--- config.mk ---
export PLATFORM = sky130hd
export DESIGN_NAME = fetch_if_id_flat
export DESIGN_NICKNAME = d
export VERILOG_FILES = /design/src/rtl/simple_pkg.sv /design/src/rtl/fetch_if_id_if.sv /design/src/rtl/fetch_if_id_pc_reg.sv /design/src/rtl/fetch_if_id.sv /design/src/flat_wrapper.sv
export SDC_FILE = /design/constraint.sdc
export NUM_CORES = 1
export LEC_CHECK = 0
export ABC_AREA = 1
export CORE_MARGIN = 4
export CORE_UTILIZATION = 45
export DETAILED_ROUTE_END_ITERATION = 8
export HOLD_SLACK_MARGIN = 0.03
export PLACE_DENSITY = 0.73
export SETUP_SLACK_MARGIN = 0.05
export SYNTH_ARGS = -nofsm -noshare
export SYNTH_HDL_FRONTEND = slang
export SYNTH_SLANG_ARGS = --single-unit
--- constraint.sdc ---
create_clock -name clk -period 1.4 [get_ports clk]
set_clock_uncertainty 0.05 [all_clocks]
set_input_delay 0.28 -clock clk [delete_from_list [all_inputs] [get_ports clk]]
set_output_delay 0.28 -clock clk [all_outputs]
set_load 0.05 [all_outputs]
--- src/rtl/simple_pkg.sv ---
// Shared definitions for the SIMPLE pipelined core: widths, the bubble
// instruction encoding and the fetch-stage state type.
package simple_pkg;

    localparam int PC_W   = 16;
    localparam int INST_W = 16;

    // class 11, opcode 1110: no RegWrite, no MemWrite, no Halt, Branch=111
    localparam logic [15:0] BUBBLE = 16'hC0E0;

    typedef enum logic {
        RUN    = 1'b0,
        HALTED = 1'b1
    } state_e;

endpackage

--- src/rtl/fetch_if_id_if.sv ---
// Fetch-stage bundle: hazard/branch controls in, instruction-memory bus and
// IF/ID slot out. The master side is the fetch stage itself.
interface fetch_if_id_if
    import simple_pkg::*;
#(
    parameter int PC_W   = simple_pkg::PC_W,
    parameter int INST_W = simple_pkg::INST_W
);

    logic              stall;
    logic              redirect;
    logic [PC_W-1:0]   redirect_pc;
    logic              halt_req;
    logic [PC_W-1:0]   imem_addr;
    logic              imem_en;
    logic [INST_W-1:0] imem_rdata;
    logic [INST_W-1:0] id_inst;
    logic [PC_W-1:0]   id_pc1;
    logic              id_valid;
    logic              halted;

    modport master (
        input  stall, redirect, redirect_pc, halt_req, imem_rdata,
        output imem_addr, imem_en, id_inst, id_pc1, id_valid, halted
    );

    modport slave (
        output stall, redirect, redirect_pc, halt_req, imem_rdata,
        input  imem_addr, imem_en, id_inst, id_pc1, id_valid, halted
    );

endinterface

--- src/rtl/fetch_if_id_pc_reg.sv ---
// PC register: selects the fetch address (redirect target or current PC)
// and loads fetch address + 1 whenever a fetch is issued.
module pc_reg
    import simple_pkg::*;
#(
    parameter int              PC_W     = simple_pkg::PC_W,
    parameter logic [PC_W-1:0] RESET_PC = '0
) (
    input  logic            clk,
    input  logic            rst,
    input  logic            redirect,
    input  logic            advance,
    input  logic [PC_W-1:0] redirect_pc,
    output logic [PC_W-1:0] pc,
    output logic [PC_W-1:0] fetch_addr
);

    logic [PC_W-1:0] pc_q;
    logic [PC_W-1:0] pc_d;

    always_comb begin
        fetch_addr = redirect ? redirect_pc : pc_q;
        pc_d       = pc_q;
        if (rst) begin
            pc_d = RESET_PC;
        end else if (advance) begin
            // modulo 2^PC_W by width truncation
            pc_d = fetch_addr + PC_W'(1);
        end
    end

    always_ff @(posedge clk) begin
        pc_q <= pc_d;
    end

    assign pc = pc_q;

endmodule

--- src/rtl/fetch_if_id.sv ---
// Instruction-fetch stage and IF/ID register: drives the synchronous imem,
// tracks the in-flight fetch and presents instructions to decode.
module fetch_if_id
    import simple_pkg::*;
#(
    parameter int              PC_W     = simple_pkg::PC_W,
    parameter int              INST_W   = simple_pkg::INST_W,
    parameter logic [PC_W-1:0] RESET_PC = '0
) (
    input  logic          clk,
    input  logic          rst,
    fetch_if_id_if.master bus
);

    localparam logic [INST_W-1:0] BUBBLE_W = INST_W'(BUBBLE);

    state_e            state_q, state_d;
    logic              pend_valid_q, pend_valid_d;
    logic [PC_W-1:0]   pend_pc_q, pend_pc_d;
    logic [INST_W-1:0] id_inst_q, id_inst_d;
    logic [PC_W-1:0]   id_pc1_q, id_pc1_d;
    logic              id_valid_q, id_valid_d;

    logic            running;
    logic            take_redirect;
    logic            do_halt;
    logic            do_normal;
    logic [PC_W-1:0] pc;
    logic [PC_W-1:0] fetch_addr;

    // Priority: rst > redirect > stall > halt_req > normal; HALTED ignores all but rst.
    assign running       = !rst && (state_q == RUN);
    assign take_redirect = running && bus.redirect;
    assign do_halt       = running && !bus.redirect && !bus.stall && bus.halt_req;
    assign do_normal     = running && !bus.redirect && !bus.stall && !bus.halt_req;

    pc_reg #(
        .PC_W     (PC_W),
        .RESET_PC (RESET_PC)
    ) u_pc_reg (
        .clk         (clk),
        .rst         (rst),
        .redirect    (take_redirect),
        .advance     (take_redirect || do_normal),
        .redirect_pc (bus.redirect_pc),
        .pc          (pc),
        .fetch_addr  (fetch_addr)
    );

    always_comb begin
        state_d      = state_q;
        pend_valid_d = pend_valid_q;
        pend_pc_d    = pend_pc_q;
        id_inst_d    = id_inst_q;
        id_pc1_d     = id_pc1_q;
        id_valid_d   = id_valid_q;

        if (rst) begin
            state_d      = RUN;
            pend_valid_d = 1'b0;
            pend_pc_d    = '0;
            id_inst_d    = BUBBLE_W;
            id_pc1_d     = '0;
            id_valid_d   = 1'b0;
        end else if (take_redirect) begin
            pend_valid_d = 1'b1;
            pend_pc_d    = bus.redirect_pc;
            id_inst_d    = BUBBLE_W;
            id_valid_d   = 1'b0;
        end else if (do_halt) begin
            state_d      = HALTED;
            pend_valid_d = 1'b0;
            id_inst_d    = BUBBLE_W;
            id_valid_d   = 1'b0;
        end else if (do_normal) begin
            pend_valid_d = 1'b1;
            pend_pc_d    = pc;
            id_inst_d    = pend_valid_q ? bus.imem_rdata : BUBBLE_W;
            id_pc1_d     = pend_pc_q + PC_W'(1);
            id_valid_d   = pend_valid_q;
        end
    end

    always_ff @(posedge clk) begin
        state_q      <= state_d;
        pend_valid_q <= pend_valid_d;
        pend_pc_q    <= pend_pc_d;
        id_inst_q    <= id_inst_d;
        id_pc1_q     <= id_pc1_d;
        id_valid_q   <= id_valid_d;
    end

    assign bus.imem_addr = fetch_addr;
    assign bus.imem_en   = take_redirect || do_normal;
    assign bus.id_inst   = id_inst_q;
    assign bus.id_pc1    = id_pc1_q;
    assign bus.id_valid  = id_valid_q;
    assign bus.halted    = (state_q == HALTED);

endmodule
--- src/flat_wrapper.sv ---
// flat-port wrapper written by rule: the top's interface ports become plain ports
module fetch_if_id_flat import simple_pkg::*;
#(
    parameter int              PC_W     = simple_pkg::PC_W,
    parameter int              INST_W   = simple_pkg::INST_W,
    parameter logic [PC_W-1:0] RESET_PC = '0
)
  (clk, rst, bus_stall, bus_redirect, bus_redirect_pc, bus_halt_req, bus_imem_rdata, bus_imem_addr, bus_imem_en, bus_id_inst, bus_id_pc1, bus_id_valid, bus_halted);
  fetch_if_id_if #(.PC_W(PC_W), .INST_W(INST_W)) bus_i ();
  input  logic clk;
  input  logic rst;
  input wire logic [$bits(bus_i.stall)-1:0] bus_stall;
  input wire logic [$bits(bus_i.redirect)-1:0] bus_redirect;
  input wire logic [$bits(bus_i.redirect_pc)-1:0] bus_redirect_pc;
  input wire logic [$bits(bus_i.halt_req)-1:0] bus_halt_req;
  input wire logic [$bits(bus_i.imem_rdata)-1:0] bus_imem_rdata;
  output wire logic [$bits(bus_i.imem_addr)-1:0] bus_imem_addr;
  output wire logic [$bits(bus_i.imem_en)-1:0] bus_imem_en;
  output wire logic [$bits(bus_i.id_inst)-1:0] bus_id_inst;
  output wire logic [$bits(bus_i.id_pc1)-1:0] bus_id_pc1;
  output wire logic [$bits(bus_i.id_valid)-1:0] bus_id_valid;
  output wire logic [$bits(bus_i.halted)-1:0] bus_halted;
  assign bus_i.stall = bus_stall;
  assign bus_i.redirect = bus_redirect;
  assign bus_i.redirect_pc = bus_redirect_pc;
  assign bus_i.halt_req = bus_halt_req;
  assign bus_i.imem_rdata = bus_imem_rdata;
  assign bus_imem_addr = bus_i.imem_addr;
  assign bus_imem_en = bus_i.imem_en;
  assign bus_id_inst = bus_i.id_inst;
  assign bus_id_pc1 = bus_i.id_pc1;
  assign bus_id_valid = bus_i.id_valid;
  assign bus_halted = bus_i.halted;
  fetch_if_id #(.PC_W(PC_W), .INST_W(INST_W), .RESET_PC(RESET_PC)) u_core (.clk(clk), .rst(rst), .bus(bus_i));
endmodule
After elaboration in Yosys (flattened, before gate mapping)

Index checks and enable logic that the tools add are counted.

Bits in registers: 67
Input port bits: 37
Output and inout bits: 51
Logic and storage cells: 38

Add/subtract/negate cells: 2
Equal/unequal tests: 1
Mux-type cells: 8
Bitwise gates (word level): 3
Reduce and logical (&&, ||, !) cells: 17

Operators with widths:

| cell                  | count |
|---|---|
| $mux 16               | 5 |
| $add 16x1->16 const B | 2 |
| $logic_and 1x1->1     | 6 |
| $logic_not 1->1       | 4 |
| $reduce_and 2->1      | 2 |
| $mux 1                | 3 |
| $not 1->1             | 3 |
| $reduce_and 3->1      | 1 |
| $reduce_bool 3->1     | 1 |
| $reduce_or 3->1       | 1 |
| $ne 2x1->1 const B    | 1 |
| $reduce_bool 2->1     | 1 |
| $logic_or 1x1->1      | 1 |

Logic depth before layout (Yosys ltp)

Gate-level depths: netlist of the first run.

Depth in word-level cells: 8
Depth in mapped cells: 14
Gate-level depth less buffers: 12

Modules after synthesis

From an unflattened synthesis of the first run, not the netlist that was laid out.

Cells, all modules: 605
Area, all modules: 3801.1 µm²

Modules (own cells, without submodules):

| module      | times used | cells an instance | area each (µm²) | sequential area each (µm²) |
|---|---|---|---|---|
| fetch_if_id | 1          | 360               | 2449.8          | 1021.0 |
| pc_reg      | 1          | 245               | 1351.3          | 320.3 |

Worst setup path after synthesis of the first run

No wires, ideal clock.

Kind: reg2reg
From: register u_core.state_q, in the netlist u_core.bus.halted
To: register u_core.u_pc_reg.pc_q[13], in the netlist u_core.u_pc_reg.pc[13]
Data arrival time: 2.078 ns
Slack: -0.838 ns
Stages on the path, launching flop included: 13
Buffers on the path: 1
Cells stage by stage: dfxtp_1 > nor2_8 > buf_6 > nand3b_1 > nand2_4 > inv_1 > nand2_2 > nor2_4 > nand3_1 > nand2_1 > nand3_1 > nand2_1 > inv_1

Elaborated cells between the ends (all ways): 9
Classes of those cells: add/sub (1); mux (1); bitwise (1); reduce/logical (6)

RTL lines:

| item                     | RTL line                 | RTL |
|---|---|---|
| start: declaration       | fetch_if_id.sv:17        | `state_e state_q, state_d;` |
| start signal: assignment | fetch_if_id.sv:85        | `state_q <= state_d;` |
| $not 1->1                | fetch_if_id.sv:32        | `assign running = !rst && (state_q == RUN);` |
| $logic_and 1x1->1        | fetch_if_id.sv:32        |  |
| $logic_and 1x1->1        | fetch_if_id.sv:33        | `assign take_redirect = running && bus.redirect;` |
| $mux 16                  | fetch_if_id_pc_reg.sv:22 | `fetch_addr = redirect ? redirect_pc : pc_q;` |
| via bus_imem_addr[3]     | flat_wrapper.sv:17       | `output wire logic [$bits(bus_i.imem_addr)-1:0] bus_imem_addr;` |
| $add 16x1->16            | fetch_if_id_pc_reg.sv:28 | `pc_d = fetch_addr + PC_W'(1);` |
| end signal: assignment   | fetch_if_id_pc_reg.sv:33 | `pc_q <= pc_d;` |
| end: declaration         | fetch_if_id_pc_reg.sv:18 | `logic [PC_W-1:0] pc_q;` |

The timed path passes the listed nets, and every way through them passes these cells.
A chain may end at the register's enable or synchronous reset.

Worst setup path after layout of the first run

From: register u_core.state_q, in the netlist u_core.bus.halted
To: register u_core.u_pc_reg.pc_q[2], in the netlist u_core.u_pc_reg.pc[2]

Longest elaborated chain between the ends: 6
Elaborated cells between the ends (all ways): 9
Classes of those cells: add/sub (1); mux (1); bitwise (1); reduce/logical (6)

RTL lines:

| item                                                                  | RTL line |
|---|---|
| $not 1->1 (*)                                                         | fetch_if_id.sv:32 |
| $logic_and 1x1->1 (*)                                                 | fetch_if_id.sv:32 |
| parallel branches: the longest is 4 deep, another holds $add 16x1->16 | -- |

Mark *: on every way between the ends.

==> metrics, run 1 <==
outcome finished with violations; failing checks design-rule violations, negative setup slack; clock root cell clkbuf_8; Finished Core Util 93.7%; Fin. Hold Viols 0; Total Routing Usage GR 37.0%; PwrDens 917 nW/um2; HP Class input pin to flip-flop; GRT overflow 0; CP Data Arrival Time 2.45 ns; proportion of layout cells with a drive suffix above 1 45.9%; Post-Syn Area 3480 um2; multi-input logic area 2330 um2; total design power 6.33 mW; FP Rows 31; Yosys warning count 0; 1st-iter DRT viols 799; final wirelength 21.3 mm; combinational share of power 34.4%; sequential fraction of the synthesis area 38.5%; Slew Limit Fails 0; first-pass GRT wire length 25.5 mm; RSZ-0062 raised after global routing yes; worst-case vdd ir drop 760 uV; # H-tree levels 3; Flop pwr share 33.4%; post-synthesis register bit count 67; number of diodes 0; final worst path period share 157%; Die Area 9210 um2; crit path kind flip-flop to flip-flop; max cap viols 0; CP Max Fanout 6; Final setup viols 83; fillers 209; P_leak 2.91 nW; syn_area_per_cell 7.10 um2; P_int 4.08 mW; Sw Share 35.5%; Tmin final 2.20 ns; DRT Pass-1 Iters 9; Hold Buf Count CTS 0; clock latency at the later pin of the worst-skew pair 0.36 ns; Startpoint Class flip-flop; Die H 96.0 um; CTS tree done; DP Cell Count 731; die width 96.0 um; Tightest Pin Transition 0.517 ns; clock transition at the registers of the reported paths 0.09 ns; Achievable Freq 455 MHz; vias in the first global route 4811; WL per Instance 26.9 um; FF/Latch Area 1350 um2; vias per inst 6.66; Setup Total Neg Slack -36.79 ns; I/O Pins 88; Syn Inst Count 490; ANT nets after route 0; setup slack after layout -0.795 ns; largest net degree at the start of global routing 27; Nets 728; syn_nets 528; antenna violations before repair 1; pre-CTS setup slack -0.865 ns; clk buf depth 2; Rel. slew slack 65.2%; Core ar. 7370 um2; fin area 6900 um2; post-route insts no fill 794; Buffers on Ports 87; P&R area growth vs syn 98.3%; most common cell after layout, fill and taps aside nand2_1; CP endpoint kind flip-flop; placed cell area 5630 um2; Net Switching 2.24 mW; DP HPWL 8.35 mm; commonest non-fill, non-tap cells in the layout nand2_1 (90), buf_4 (76), dfxtp_1 (63); Clock Power Share 32.2%; Sinks on Clock Net 67; Vias 5292; Worst EP required 1.66 ns; TritonCTS Buffers 9; DRC viols 1; post-synthesis cell type count 39; GPL Wtd Cong 0.931; hold slack 0.441 ns; Starting Density 47.2%
## path summary, 6_finish.rpt
| check | end | slack [ns] | startpoint | cells past startpoint |
|---|---|---|---|---|
| min reg2reg | u_core.u_pc_reg.pc[3]$_SDFFE_PP0P_ | 0.47 | u_core.u_pc_reg.pc[3]$_SDFFE_PP0P_ | 2 |
| min | u_core.bus.id_inst[13]$_SDFFE_PP0P_ | 0.44 | bus_imem_rdata[13] | 3 |
| max reg2reg | u_core.u_pc_reg.pc[2]$_SDFFE_PP0P_ | -0.80 | u_core.bus.halted$_SDFFE_PP0P_ | 10 |
| max | u_core.u_pc_reg.pc[2]$_SDFFE_PP0P_ | -0.80 | u_core.bus.halted$_SDFFE_PP0P_ | 10 |
## cells in the mapped netlist
cell	instances	area, um2
buf_2	10	50.1
nand2_4	3	33.8
nor4_1	1	6.26
o21a_1	2	15.0
clkinv_2	1	5.00
nor3_2	1	10.0
or2_2	2	12.5
ha_1	1	12.5
nand3_1	28	140
nand4_1	5	31.3
buf_1	1	3.75
nand2_2	9	56.3
nor2_2	2	12.5
buf_4	4	30.0
o21ai_1	5	25.0
a21oi_1	36	180
a31oi_1	5	31.3
o21ai_0	25	125
nand3_4	1	17.5
nor2_1	33	124
clkbuf_1	4	15.0
nand2_1	122	458
xnor2_1	2	17.5
nand4_2	1	12.5
nor2_8	1	20.0
xor2_1	8	70.1
o21bai_1	5	37.5
nor3_1	8	40.0
nand3b_1	9	67.6
a211oi_1	6	45.0
a21boi_1	1	7.51
o211ai_1	6	45.0
nand3_2	2	20.0
inv_2	5	18.8
buf_6	4	45.0
o22ai_1	5	31.3
dfxtp_1	67	1340
inv_1	53	199
nor2_4	6	67.6
## routing by layer
metal	GRT usage, %	up-vias	part of all wire, %
met4	20.6	2	11
li1	-	2004	-
met5	0	-	0.056
met1	41.5	2431	33
met2	62.2	604	43
met3	11.3	251	13
## final cells by class
class	instances	share of cell area, %
clock buffer	11	2.21
timing repair buffer	207	37.3
tap	99	1.79
clock inverter	5	1.21
multi-input combinational	344	33.8
timing repair inverter	2	0.290
inverter	59	3.92
sequential	67	19.5
## power by group through the flow
stage | Combinational [mW] | Sequential, mW | Clock, mW
CTS | 1.83 | 2.08 | 1.93
global route | 2.22 | 2.12 | 2.07
detailed placement | 1.56 | 2.12 | 0
global placement | 1.54 | 2.11 | 0
finish | 2.17 | 2.11 | 2.04
floorplan | 0.771 | 2.16 | 0
## critical path, stage by stage (launching register included)
cell	delay (ns)
dfxtp_4	0.37
nor2_8	0.14
buf_6	0.18
nand3_2	0.11
nand2_4	0.12
buf_6	0.14
inv_1	0.07
a21oi_2	0.25
xor2_1	0.42
o21bai_1	0.16
inv_1	0.12
## cell families after synthesis
kind of cell    share of synthesized area, %
flops                                   38.5
compound gates                          15.6
simple gates                            32.5
xor+xnor                                2.52
buf+inv                                 10.5
fa+ha+maj                              0.359
## what timing repair did
action,CTS,global route
cloned,6,2
buffers inserted,27,13
setup endpoints to repair,83,85
pin swaps,11,18
gates resized for setup,90,63
No activity file was read; power rests on OpenSTA's default activity.
==> run 2, diff against run 1 <==
--- a/config.mk
+++ b/config.mk
@@ -8,6 +8,7 @@
 export ABC_AREA = 1
 export CORE_MARGIN = 4
 export CORE_UTILIZATION = 45
+export CTS_CLUSTER_DIAMETER = 50
 export DETAILED_ROUTE_END_ITERATION = 8
 export HOLD_SLACK_MARGIN = 0.03
 export PLACE_DENSITY = 0.73
==> results of run 2 <==
No change in the layout: final DEF, timing and power equal those of run 1.
==> run 3, diff against run 2 <==
--- a/config.mk
+++ b/config.mk
@@ -7,11 +7,11 @@
 export LEC_CHECK = 0
 export ABC_AREA = 1
 export CORE_MARGIN = 4
-export CORE_UTILIZATION = 45
+export CORE_UTILIZATION = 32
 export CTS_CLUSTER_DIAMETER = 50
 export DETAILED_ROUTE_END_ITERATION = 8
 export HOLD_SLACK_MARGIN = 0.03
-export PLACE_DENSITY = 0.73
+export PLACE_DENSITY = 0.54
 export SETUP_SLACK_MARGIN = 0.05
 export SYNTH_ARGS = -nofsm -noshare
 export SYNTH_HDL_FRONTEND = slang
==> run 3 against run 2 <==
Sequential share of layout area rose by 0.90 points. Flip-flop and latch count did not move. Die area rose by 37%. Hold slack got worse by 0.017 ns. Cell count rose by 2.3%. Sequential power barely moved. Largest cell class unchanged. The flow finishes with violations (negative setup slack). Design area fell by 4.5%. First-iteration DRC count fell by 81%.
==> metrics, run 3 (same netlist as run 1, synthesis figures left out) <==
DRT Pass-1 Iters 5; reg-to-reg startpoint u_core.bus.halted$_SDFFE_PP0P_; Startpoint Class input pin; vias in the first global route 3801; GPL Wtd Cong 0.898; Starting Density 33.3%; HP Class input pin to flip-flop; Fin. Hold Viols 0; Achievable Freq 509 MHz; most common cell after layout, fill and taps aside nand2_1; CP dominant cell by count buf_6; CP Data Arrival Time 1.64 ns; Vias 3958; Total Routing Usage GR 18.3%; CP Max Fanout 18; DRC viols 0; worst-case vdd ir drop 568 uV; P_int 3.60 mW; outcome finished with violations; DP HPWL 7.96 mm; Rel. slew slack 69.3%; Tmin final 1.97 ns; placed cell area 5730 um2; Final setup viols 83; CTS tree done; max cap viols 0; WP buf/inv 5; min-delay src bus_imem_rdata[10]; Sinks on Clock Net 67; clock latency at the later pin of the worst-skew pair 0.36 ns; total design power 5.48 mW; FP Rows 37; Worst EP required 1.07 ns; proportion of layout cells with a drive suffix above 1 41.3%; critical path startpoint bus_redirect; PwrDens 832 nW/um2; CP endpoint kind output port; fin area 6590 um2; Net Switching 1.88 mW; critical path's top delay family buffers and inverters; largest net degree at the start of global routing 29; final worst path period share 140%; # H-tree levels 3; ANT nets after route 0; WL per Instance 14.9 um; first-pass GRT wire length 18.6 mm; crit path kind input pin to output port; number of diodes 0; failing checks negative setup slack; max incr delay on CP 0.47 ns; die width 112 um; Hold Buf Count CTS 0; Clock Power Share 28.2%; antenna violations before repair 0; clock transition at the registers of the reported paths 0.08 ns; vias per inst 4.87; TritonCTS Buffers 9; Sw Share 34.3%; commonest non-fill, non-tap cells in the layout nand2_1 (95), buf_4 (75), dfxtp_1 (64); P&R area growth vs syn 89.3%; worst path cell trace clkdlybuf4s15_2 -> buf_6 -> nand3b_1 -> nand2_4 -> inv_6 -> buf_6 -> buf_12; GRT overflow 0; final wirelength 12.1 mm; setup slack after layout -0.566 ns; Die Area 12600 um2; I/O Pins 88; 1st-iter DRT viols 155; Slew Limit Fails 0; Flop pwr share 37.9%; RSZ-0062 raised after global routing yes; Tightest Pin Transition 0.460 ns; P_leak 2.75 nW; clock root cell clkbuf_8; clk buf depth 2; Worst path slowest cell clkdlybuf4s15_2; Buffers on Ports 87; Core ar. 10500 um2; combinational share of power 33.9%; Nets 709; Die H 112 um
[run 3: changes by cell type in the layout (fill, tap and decap cells not counted), moves of 3 or more]
cell	previous run	this run
a21oi_2	11	8
nand2_4	28	23
nand2_1	90	95
buf_6	31	11
nor2_2	6	9
o21ai_0	14	18
a21oi_1	25	28
nor2_4	14	10
o21ai_1	7	10
o21ai_2	6	0
buf_12	58	62
[run 3: worst register-to-register path, delay by kind of cell, from the launching register on]
| kind | cells | cell delay (ns) |
|---|---|---|
| AO/OA/AOI/OAI | 2 | 0.21 |
| buffers and inverters | 5 | 0.77 |
| flip-flops | 1 | 0.37 |
| AND/OR/NAND/NOR | 4 | 0.49 |
[run 3: layout make-up]
| cell class | count | area [um2] |
|---|---|---|
| clock buffer | 10 | 138 |
| clock inverter | 6 | 48.8 |
| fill | 936 | 3870 |
| inverter | 59 | 268 |
| multi-input combinational | 343 | 2190 |
| sequential | 67 | 1350 |
| tap | 136 | 170 |
| timing repair buffer | 189 | 2400 |
| timing repair inverter | 2 | 20.0 |
[run 3: path summary, 6_finish.rpt]
check | cells after the start | slack (ns) | to
setup / recovery | 7 | -0.57 | bus_imem_addr[4]
hold / removal | 3 | 0.42 | u_core.bus.id_inst[10]$_SDFFE_PP0P_
hold reg to reg | 2 | 0.43 | u_core.u_pc_reg.pc[15]$_SDFFE_PP0P_
setup reg to reg | 11 | -0.54 | u_core.u_pc_reg.pc[3]$_SDFFE_PP0P_
[run 3: repair_timing]
item | 4_1_cts | 5_1_grt
cloned | 5 | 2
endpoints found under the setup margin | 84 | 84
setup buffers | 13 | 10
endpoints found under the hold margin | 0 | 0
pin swaps | 4 | 9
resized for setup | 52 | 42
[run 3: per-layer routing]
metal	vias to the layer above	routed length [um]	track usage, %
met3	24	671	5.66
li1	1978	-	-
met4	0	262	4.97
met2	104	5950	30.9
met5	-	0	0
met1	1852	5210	22.6
[run 3: per-stage QoR]
| stage | cells | utilization, % | setup TNS, ns | setup slack, ns | hold slack [ns] |
|---|---|---|---|---|---|
| 4_1_cts | 800 | 60.2 | -25.75 | -0.570 | 0.408 |
| 6_report | 812 | 63.0 | -30.20 | -0.566 | 0.424 |
| 5_1_grt | 812 | 63.0 | -37.67 | -0.632 | 0.408 |
| 2_1_floorplan | 490 | - | -8.46 | -0.359 | 0.357 |
| 3_5_place_dp | 766 | 54.7 | -56.22 | -0.887 | 0.408 |
| 3_3_place_gp | 766 | 54.7 | -53.27 | -0.840 | 0.405 |
[run 3: power groups by stage]
stage | logic [mW] | clock network, mW | registers (mW)
3_3_place_gp | 1.59 | 0 | 2.11
3_5_place_dp | 1.59 | 0 | 2.11
6_report | 1.86 | 1.55 | 2.08
2_1_floorplan | 0.771 | 0 | 2.16
5_1_grt | 1.97 | 1.67 | 2.09
4_1_cts | 1.77 | 1.59 | 2.07
